`src/rtl/regfile_wb_arbiter_pkg.sv`:
```
// Shared types and widths for the register-file writeback arbiter slice.
package regfile_wb_arbiter_pkg;

    localparam int REG_ADDR  = 5;
    localparam int REG_WIDTH = 32;

    // One writeback requester's payload: destination register and value.
    typedef struct packed {
        logic [REG_ADDR-1:0]  addr;
        logic [REG_WIDTH-1:0] data;
    } wb_req_t;

endpackage

```
`src/rtl/regfile_wb_arbiter_if.sv`:
```
// Bundle of the writeback request side and the register-file write port.
// The master modport is the execution-unit/testbench side, the slave
// modport is the arbiter.
interface regfile_wb_arbiter_if
    import regfile_wb_arbiter_pkg::*;
#(
    parameter int NUM_REQ = 3
);

    localparam int IDW = $clog2(NUM_REQ);

    logic                 i_hold;
    logic [NUM_REQ-1:0]   i_req_valid;
    wb_req_t              i_req [NUM_REQ];
    logic [NUM_REQ-1:0]   o_req_ready;
    logic                 o_write_enable;
    logic [REG_ADDR-1:0]  o_write_select;
    logic [REG_WIDTH-1:0] o_write_data;
    logic [IDW-1:0]       o_grant_id;

    modport master (
        output i_hold, i_req_valid, i_req,
        input  o_req_ready, o_write_enable, o_write_select, o_write_data, o_grant_id
    );

    modport slave (
        input  i_hold, i_req_valid, i_req,
        output o_req_ready, o_write_enable, o_write_select, o_write_data, o_grant_id
    );

endinterface

```
`src/rtl/regfile_wb_arbiter_rr_arbiter.sv`:
```
// Pure combinational round-robin picker: scans valid starting at ptr,
// wrapping modulo N, and returns a one-hot grant plus its index.
module rr_arbiter #(
    parameter int N = 3
) (
    input  logic [N-1:0]         valid_i,
    input  logic [$clog2(N)-1:0] ptr_i,
    output logic [N-1:0]         grant_o,
    output logic [$clog2(N)-1:0] idx_o,
    output logic                 any_o
);

    localparam int IW = $clog2(N);

    logic [IW:0]   sum;
    logic [IW-1:0] cand;

    // First valid requester at or after ptr (circularly) wins.
    always_comb begin
        grant_o = '0;
        idx_o   = '0;
        any_o   = 1'b0;
        sum     = '0;
        cand    = '0;
        for (int k = 0; k < N; k++) begin
            sum = {1'b0, ptr_i} + (IW+1)'(k);
            if (sum >= (IW+1)'(N)) begin
                sum = sum - (IW+1)'(N);
            end
            cand = sum[IW-1:0];
            if (!any_o && valid_i[cand]) begin
                any_o         = 1'b1;
                grant_o[cand] = 1'b1;
                idx_o         = cand;
            end
        end
    end

endmodule

```
`src/rtl/regfile_wb_arbiter.sv`:
```
// Round-robin arbiter sharing the register file's single write port among
// NUM_REQ writeback requesters. The winner is accepted with a combinational
// ready pulse and its write is registered onto the port one cycle later.
module regfile_wb_arbiter
    import regfile_wb_arbiter_pkg::*;
#(
    parameter int NUM_REQ   = 3,
    parameter int REG_ADDR  = regfile_wb_arbiter_pkg::REG_ADDR,
    parameter int REG_WIDTH = regfile_wb_arbiter_pkg::REG_WIDTH
) (
    input  logic                  clk,
    input  logic                  rst,
    regfile_wb_arbiter_if.slave   bus
);

    localparam int IDW = $clog2(NUM_REQ);

    logic [NUM_REQ-1:0]   pick_grant;
    logic [IDW-1:0]       pick_idx;
    logic                 pick_any;
    logic                 fire;

    logic [IDW-1:0]       ptr_q,  ptr_d;
    logic                 we_q,   we_d;
    logic [REG_ADDR-1:0]  sel_q,  sel_d;
    logic [REG_WIDTH-1:0] data_q, data_d;
    logic [IDW-1:0]       gid_q,  gid_d;

    rr_arbiter #(.N(NUM_REQ)) u_rr (
        .valid_i (bus.i_req_valid),
        .ptr_i   (ptr_q),
        .grant_o (pick_grant),
        .idx_o   (pick_idx),
        .any_o   (pick_any)
    );

    // A grant happens only when someone is valid and we are neither held nor in reset.
    assign fire            = pick_any & ~bus.i_hold & ~rst;
    assign bus.o_req_ready = fire ? pick_grant : '0;

    // Next state: capture the winner and advance the pointer past it, else drop enable and hold.
    always_comb begin
        ptr_d  = ptr_q;
        we_d   = 1'b0;
        sel_d  = sel_q;
        data_d = data_q;
        gid_d  = gid_q;
        if (fire) begin
            we_d   = 1'b1;
            sel_d  = bus.i_req[pick_idx].addr;
            data_d = bus.i_req[pick_idx].data;
            gid_d  = pick_idx;
            ptr_d  = (pick_idx == IDW'(NUM_REQ-1)) ? '0 : pick_idx + IDW'(1);
        end
    end

    // Output register and priority pointer; reset clears everything immediately.
    always_ff @(posedge clk or posedge rst) begin
        if (rst) begin
            ptr_q  <= '0;
            we_q   <= 1'b0;
            sel_q  <= '0;
            data_q <= '0;
            gid_q  <= '0;
        end else begin
            ptr_q  <= ptr_d;
            we_q   <= we_d;
            sel_q  <= sel_d;
            data_q <= data_d;
            gid_q  <= gid_d;
        end
    end

    assign bus.o_write_enable = we_q;
    assign bus.o_write_select = sel_q;
    assign bus.o_write_data   = data_q;
    assign bus.o_grant_id     = gid_q;

endmodule

```
`src/flat_wrapper.sv`:
```
// flat-port wrapper written by rule: the top's interface ports become plain ports
module regfile_wb_arbiter_flat import regfile_wb_arbiter_pkg::*;
#(
    parameter int NUM_REQ   = 3,
    parameter int REG_ADDR  = regfile_wb_arbiter_pkg::REG_ADDR,
    parameter int REG_WIDTH = regfile_wb_arbiter_pkg::REG_WIDTH
)
  (clk, rst, bus_i_hold, bus_i_req_valid, bus_i_req, bus_o_req_ready, bus_o_write_enable, bus_o_write_select, bus_o_write_data, bus_o_grant_id);
  regfile_wb_arbiter_if #(.NUM_REQ(NUM_REQ)) bus_i ();
  input  logic clk;
  input  logic rst;
  input wire logic [$bits(bus_i.i_hold)-1:0] bus_i_hold;
  input wire logic [$bits(bus_i.i_req_valid)-1:0] bus_i_req_valid;
  input wire logic [$bits(bus_i.i_req)-1:0] bus_i_req;
  output wire logic [$bits(bus_i.o_req_ready)-1:0] bus_o_req_ready;
  output wire logic [$bits(bus_i.o_write_enable)-1:0] bus_o_write_enable;
  output wire logic [$bits(bus_i.o_write_select)-1:0] bus_o_write_select;
  output wire logic [$bits(bus_i.o_write_data)-1:0] bus_o_write_data;
  output wire logic [$bits(bus_i.o_grant_id)-1:0] bus_o_grant_id;
  assign bus_i.i_hold = bus_i_hold;
  assign bus_i.i_req_valid = bus_i_req_valid;
  assign bus_i.i_req = {>>{bus_i_req}};
  assign bus_o_req_ready = bus_i.o_req_ready;
  assign bus_o_write_enable = bus_i.o_write_enable;
  assign bus_o_write_select = bus_i.o_write_select;
  assign bus_o_write_data = bus_i.o_write_data;
  assign bus_o_grant_id = bus_i.o_grant_id;
  regfile_wb_arbiter #(.NUM_REQ(NUM_REQ), .REG_ADDR(REG_ADDR), .REG_WIDTH(REG_WIDTH)) u_core (.clk(clk), .rst(rst), .bus(bus_i));
endmodule
```
`config.mk`:
```
export PLATFORM = sky130hd
export DESIGN_NAME = regfile_wb_arbiter_flat
export DESIGN_NICKNAME = d
export VERILOG_FILES = /design/src/rtl/regfile_wb_arbiter_pkg.sv /design/src/rtl/regfile_wb_arbiter_if.sv /design/src/rtl/regfile_wb_arbiter_rr_arbiter.sv /design/src/rtl/regfile_wb_arbiter.sv /design/src/flat_wrapper.sv
export SDC_FILE = /design/constraint.sdc
export NUM_CORES = 1
export LEC_CHECK = 0
export BUFFER_PORTS_ARGS = -buffer_cell sky130_fd_sc_hd__buf_2
export CAP_MARGIN = 15
export CORE_MARGIN = 2
export CORE_UTILIZATION = 47
export DETAILED_ROUTE_END_ITERATION = 7
export PLACE_DENSITY = 0.78
export SLEW_MARGIN = 20
export SYNTH_ARGS = -nofsm -noshare
export SYNTH_HDL_FRONTEND = slang
export SYNTH_SLANG_ARGS = --single-unit
export TNS_END_PERCENT = 5
```
`constraint.sdc`:
```
create_clock -name clk -period 3.9 [get_ports clk]
set_input_delay 0.585 -clock clk [delete_from_list [all_inputs] [get_ports clk]]
set_output_delay 0.585 -clock clk [all_outputs]
set_load 0.005 [all_outputs]
```
==> results.py <==
metrics = {
    "cts": {
        "post_cts_buffers": 0,
        "clk_pin_slew_ns": 0.09,
        "cts_tree": "built",
        "numCtsBuffers": 5,
        "insertion_delay_ns": 0.29,
        "clock-root-buffer": "clkbuf_8",
        "htree_levels": 2,
        "clockBufferDepth": 2,
        "clkSinkCount": 42,
        "hold_buffers": 0,
        "cts-resized-gates": 0,
    },
    "sta": {
        "rsz0062_at_grt": "no",
        "layout_worst_path_cycle_share_pct": 90.5,
        "hold_viol_final": 0,
        "finalSetupViolations": 0,
        "drv_slew": 0,
        "fmax_mhz": 283,
        "relSlewSlack_pct": 35.0,
        "fin_skew_ns": 0.00301,
        "tns_ns": 0,
        "tightestPinTransition_ns": 0.975,
        "fin_crit_ns": 3.53,
    },
    "power_and_ir_drop": {
        "p_comb_share_pct": 67.2,
        "pwr-share-seq_pct": 20.7,
        "peakVddDrop_v": 0.000466,
        "p_sw_mw": 1.73,
        "clkPwrFrac_pct": 12.2,
        "swShare_pct": 48.3,
        "p_leak_nw": 1.98,
        "power.density_nw_per_um2": 829,
        "internal_power_mw": 1.85,
    },
    "critical_path": {
        "startpoint_type": "flop",
        "critPathArrivalTime_ns": 2.95,
        "path_cells": "inv_1 -> ha_1 -> nand3b_1 -> o21ai_2 -> a21oi_4 -> or2_2 -> nor3_1 -> buf_2",
        "crit_fanout": 25,
        "worst_path_largest_cell_delay_ns": 0.53,
        "critPathSlowestCell": "or2_2",
        "cp.required_ns": 3.31,
        "crit_type": "flop to primary output",
        "endpoint_kind": "primary output",
    },
    "global_routing": {
        "grt.overflow.total": 0,
        "antenna_found_initial": 0,
        "track_usage_pct": 26.1,
        "grt_max_degree": 43,
        "grt_pass1_vias": 3460,
        "grt_pass1_wl_um": 16500,
    },
    "outcome": {
        "status": "finished clean",
    },
    "logic_synthesis": {
        "synth_top_area_share_pct": 30.8,
        "yosysTopAreaCell": "dfrtp_1",
        "synth.distinct_cells": 44,
        "syn_area_um2": 3410,
        "yosysWarnings": 0,
        "synth_flop_cell": "dfrtp_1",
        "yosys_register_bits": 42,
        "synthCells": 376,
        "synth_edf_count": 0,
        "synth_area_leaders": "dfrtp_1 31%, a221oi_2 9.2%, a211oi_1 8.6%",
        "seq_area_frac_synth_pct": 30.8,
        "synth.net_count": 497,
        "avgSynthCellArea_um2": 9.08,
        "synthArstFlopShare_pct": 100,
    },
    "final_layout": {
        "design_area_um2": 4310,
        "nNetsFinal": 624,
        "diodes": 0,
        "n_fill_cell": 678,
        "drive_gt1_share_pct": 46.0,
        "area_delta_synth_final_pct": 26.4,
    },
    "die": {
        "num_rows": 31,
        "start_util_pct": 47.8,
        "coreArea_um2": 7140,
        "dieArea_um2": 7960,
        "die_h_um": 89.2,
        "ioPinCount": 160,
        "die_x_um": 89.2,
    },
    "route": {
        "vias_per_cell": 5.94,
        "wl_um": 10600,
        "drtIter0Drc": 142,
        "final_antenna_net_count": 0,
        "vias": 3580,
        "drc": 0,
        "post_drt_wl_per_cell_um": 17.5,
        "firstDrtPassIters": 4,
    },
    "placement": {
        "dp_hpwl_um": 7220,
        "place.gp.congestion": 0.955,
        "dpl_cell_area_um2": 4170,
        "port_buffers": 159,
    },
    "hold_path": {
        "worstHoldPathType": "input port to asynchronous set/reset pin",
    },
    "run": {
        "max-cap-violations": 0,
    },
}
power by group through the flow:
stage / logic [mW] / registers, mW / clock network (mW)
floorplan: 1.80 / 0.756 / 0
global placement: 2.32 / 0.739 / 0
detailed placement: 2.39 / 0.744 / 0
CTS: 2.39 / 0.740 / 0.437
global route: 2.63 / 0.760 / 0.451
finish: 2.40 / 0.739 / 0.435
path summary, 6_finish.rpt:
path / startpoint / cells past startpoint / endpoint / slack (ns)
max reg2reg: u_core.ptr_q[1]$_DFFE_PP0P_ / 7 / u_core.bus.o_write_data[11]$_DFFE_PP0P_ / 0.63
max: u_core.ptr_q[0]$_DFFE_PP0P_ / 8 / bus_o_req_ready[2] / 0.37
max in group asynchronous: rst / 2 / u_core.bus.o_write_data[4]$_DFFE_PP0P_ / 2.86
min reg2reg: u_core.bus.o_write_data[18]$_DFFE_PP0P_ / 2 / u_core.bus.o_write_data[18]$_DFFE_PP0P_ / 0.52
min in group clk: u_core.bus.o_write_data[18]$_DFFE_PP0P_ / 2 / u_core.bus.o_write_data[18]$_DFFE_PP0P_ / 0.52
min: rst / 2 / u_core.bus.o_write_data[20]$_DFFE_PP0P_ / 0.49
placed cells by master, fill, tap and decap left out, types with 2 or more instances in the layout:
master	n
dfrtp_1	42
mux2i_1	2
o31ai_2	20
inv_1	40
or2_2	2
inv_2	2
a221oi_1	18
a211oi_1	39
buf_2	159
a22o_1	2
clkbuf_8	6
buf_4	10
o31ai_1	18
a221oi_2	20
nand2b_1	5
nand2_1	3
a31oi_1	2
o21ai_0	41
nor3_1	40
bufinv_16	2
nor2_1	2
a21oi_4	2
ha_1	4
mux2_2	2
cells in the mapped netlist (all sizes together) (2+ instances only):
cell	instances
nor2	2
mux2i	2
dfrtp	42
clkbuf	21
o21ai	43
a31oi	2
nand3b	2
a22o	2
inv	42
buf	28
or2	2
nand2	3
o31ai	38
mux2	2
a221oi	39
a211oi	39
ha	4
nor3	41
nand2b	5
a21oi	2
cells by family after synthesis:
family                     share of synthesized area [%]
AOI/OAI and AO/OA                                   43.5
adders and majority gates                           1.47
buffers and inverters                               12.7
DFF                                                 30.8
muxes                                               1.25
and+or+nand+nor                                     10.3
through the flow:
stage	std cells	utilization [%]	setup WS, ns	total power [mW]	hold slack, ns
2_1_floorplan	376	-	1.29	2.56	0.500
3_3_place_gp	595	58.4	0.847	3.06	0.490
3_5_place_dp	595	58.4	0.780	3.13	0.498
4_1_cts	603	60.4	0.403	3.57	0.518
5_1_grt	603	60.4	0.178	3.84	0.534
6_report	603	60.4	0.369	3.58	0.486
critical path: cells and delay by family (launching register included):
family / cells / cell delay (ns)
DFF: 1 / 0.43
AOI/OAI and AO/OA: 2 / 0.30
adders and majority gates: 1 / 0.49
buffers and inverters: 2 / 0.25
and+or+nand+nor: 3 / 1.17
sequential cells by signal, summed over array words and instances, names as in the netlist:
signal / count
u_core.bus.o_write_data: 32
u_core.ptr_q: 2
u_core.bus.o_write_select: 5
u_core.bus.o_grant_id: 2
u_core.bus.o_write_enable: 1
layer usage:
layer  vias to the layer above  track usage [%]  share of wire [%]
met5                         -                0                  0
met4                         0             6.11               0.74
met3                        10             4.34                7.2
met2                       167             46.1                 50
met1                      1705             33.4                 42
li1                       1698                -                  -
final cells by class:
class / instances / area [µm²] / share of cell area (%)
multi-input cells: 243 / 1970 / 45.6
flip-flops and latches: 42 / 1050 / 24.4
repair buffers: 169 / 871 / 20.2
inverters: 42 / 158 / 3.66
well taps: 99 / 124 / 2.87
clock buffers: 6 / 82.6 / 1.91
clock inverters: 2 / 60.1 / 1.39
Note: power is estimated with default switching activity, not from simulation.
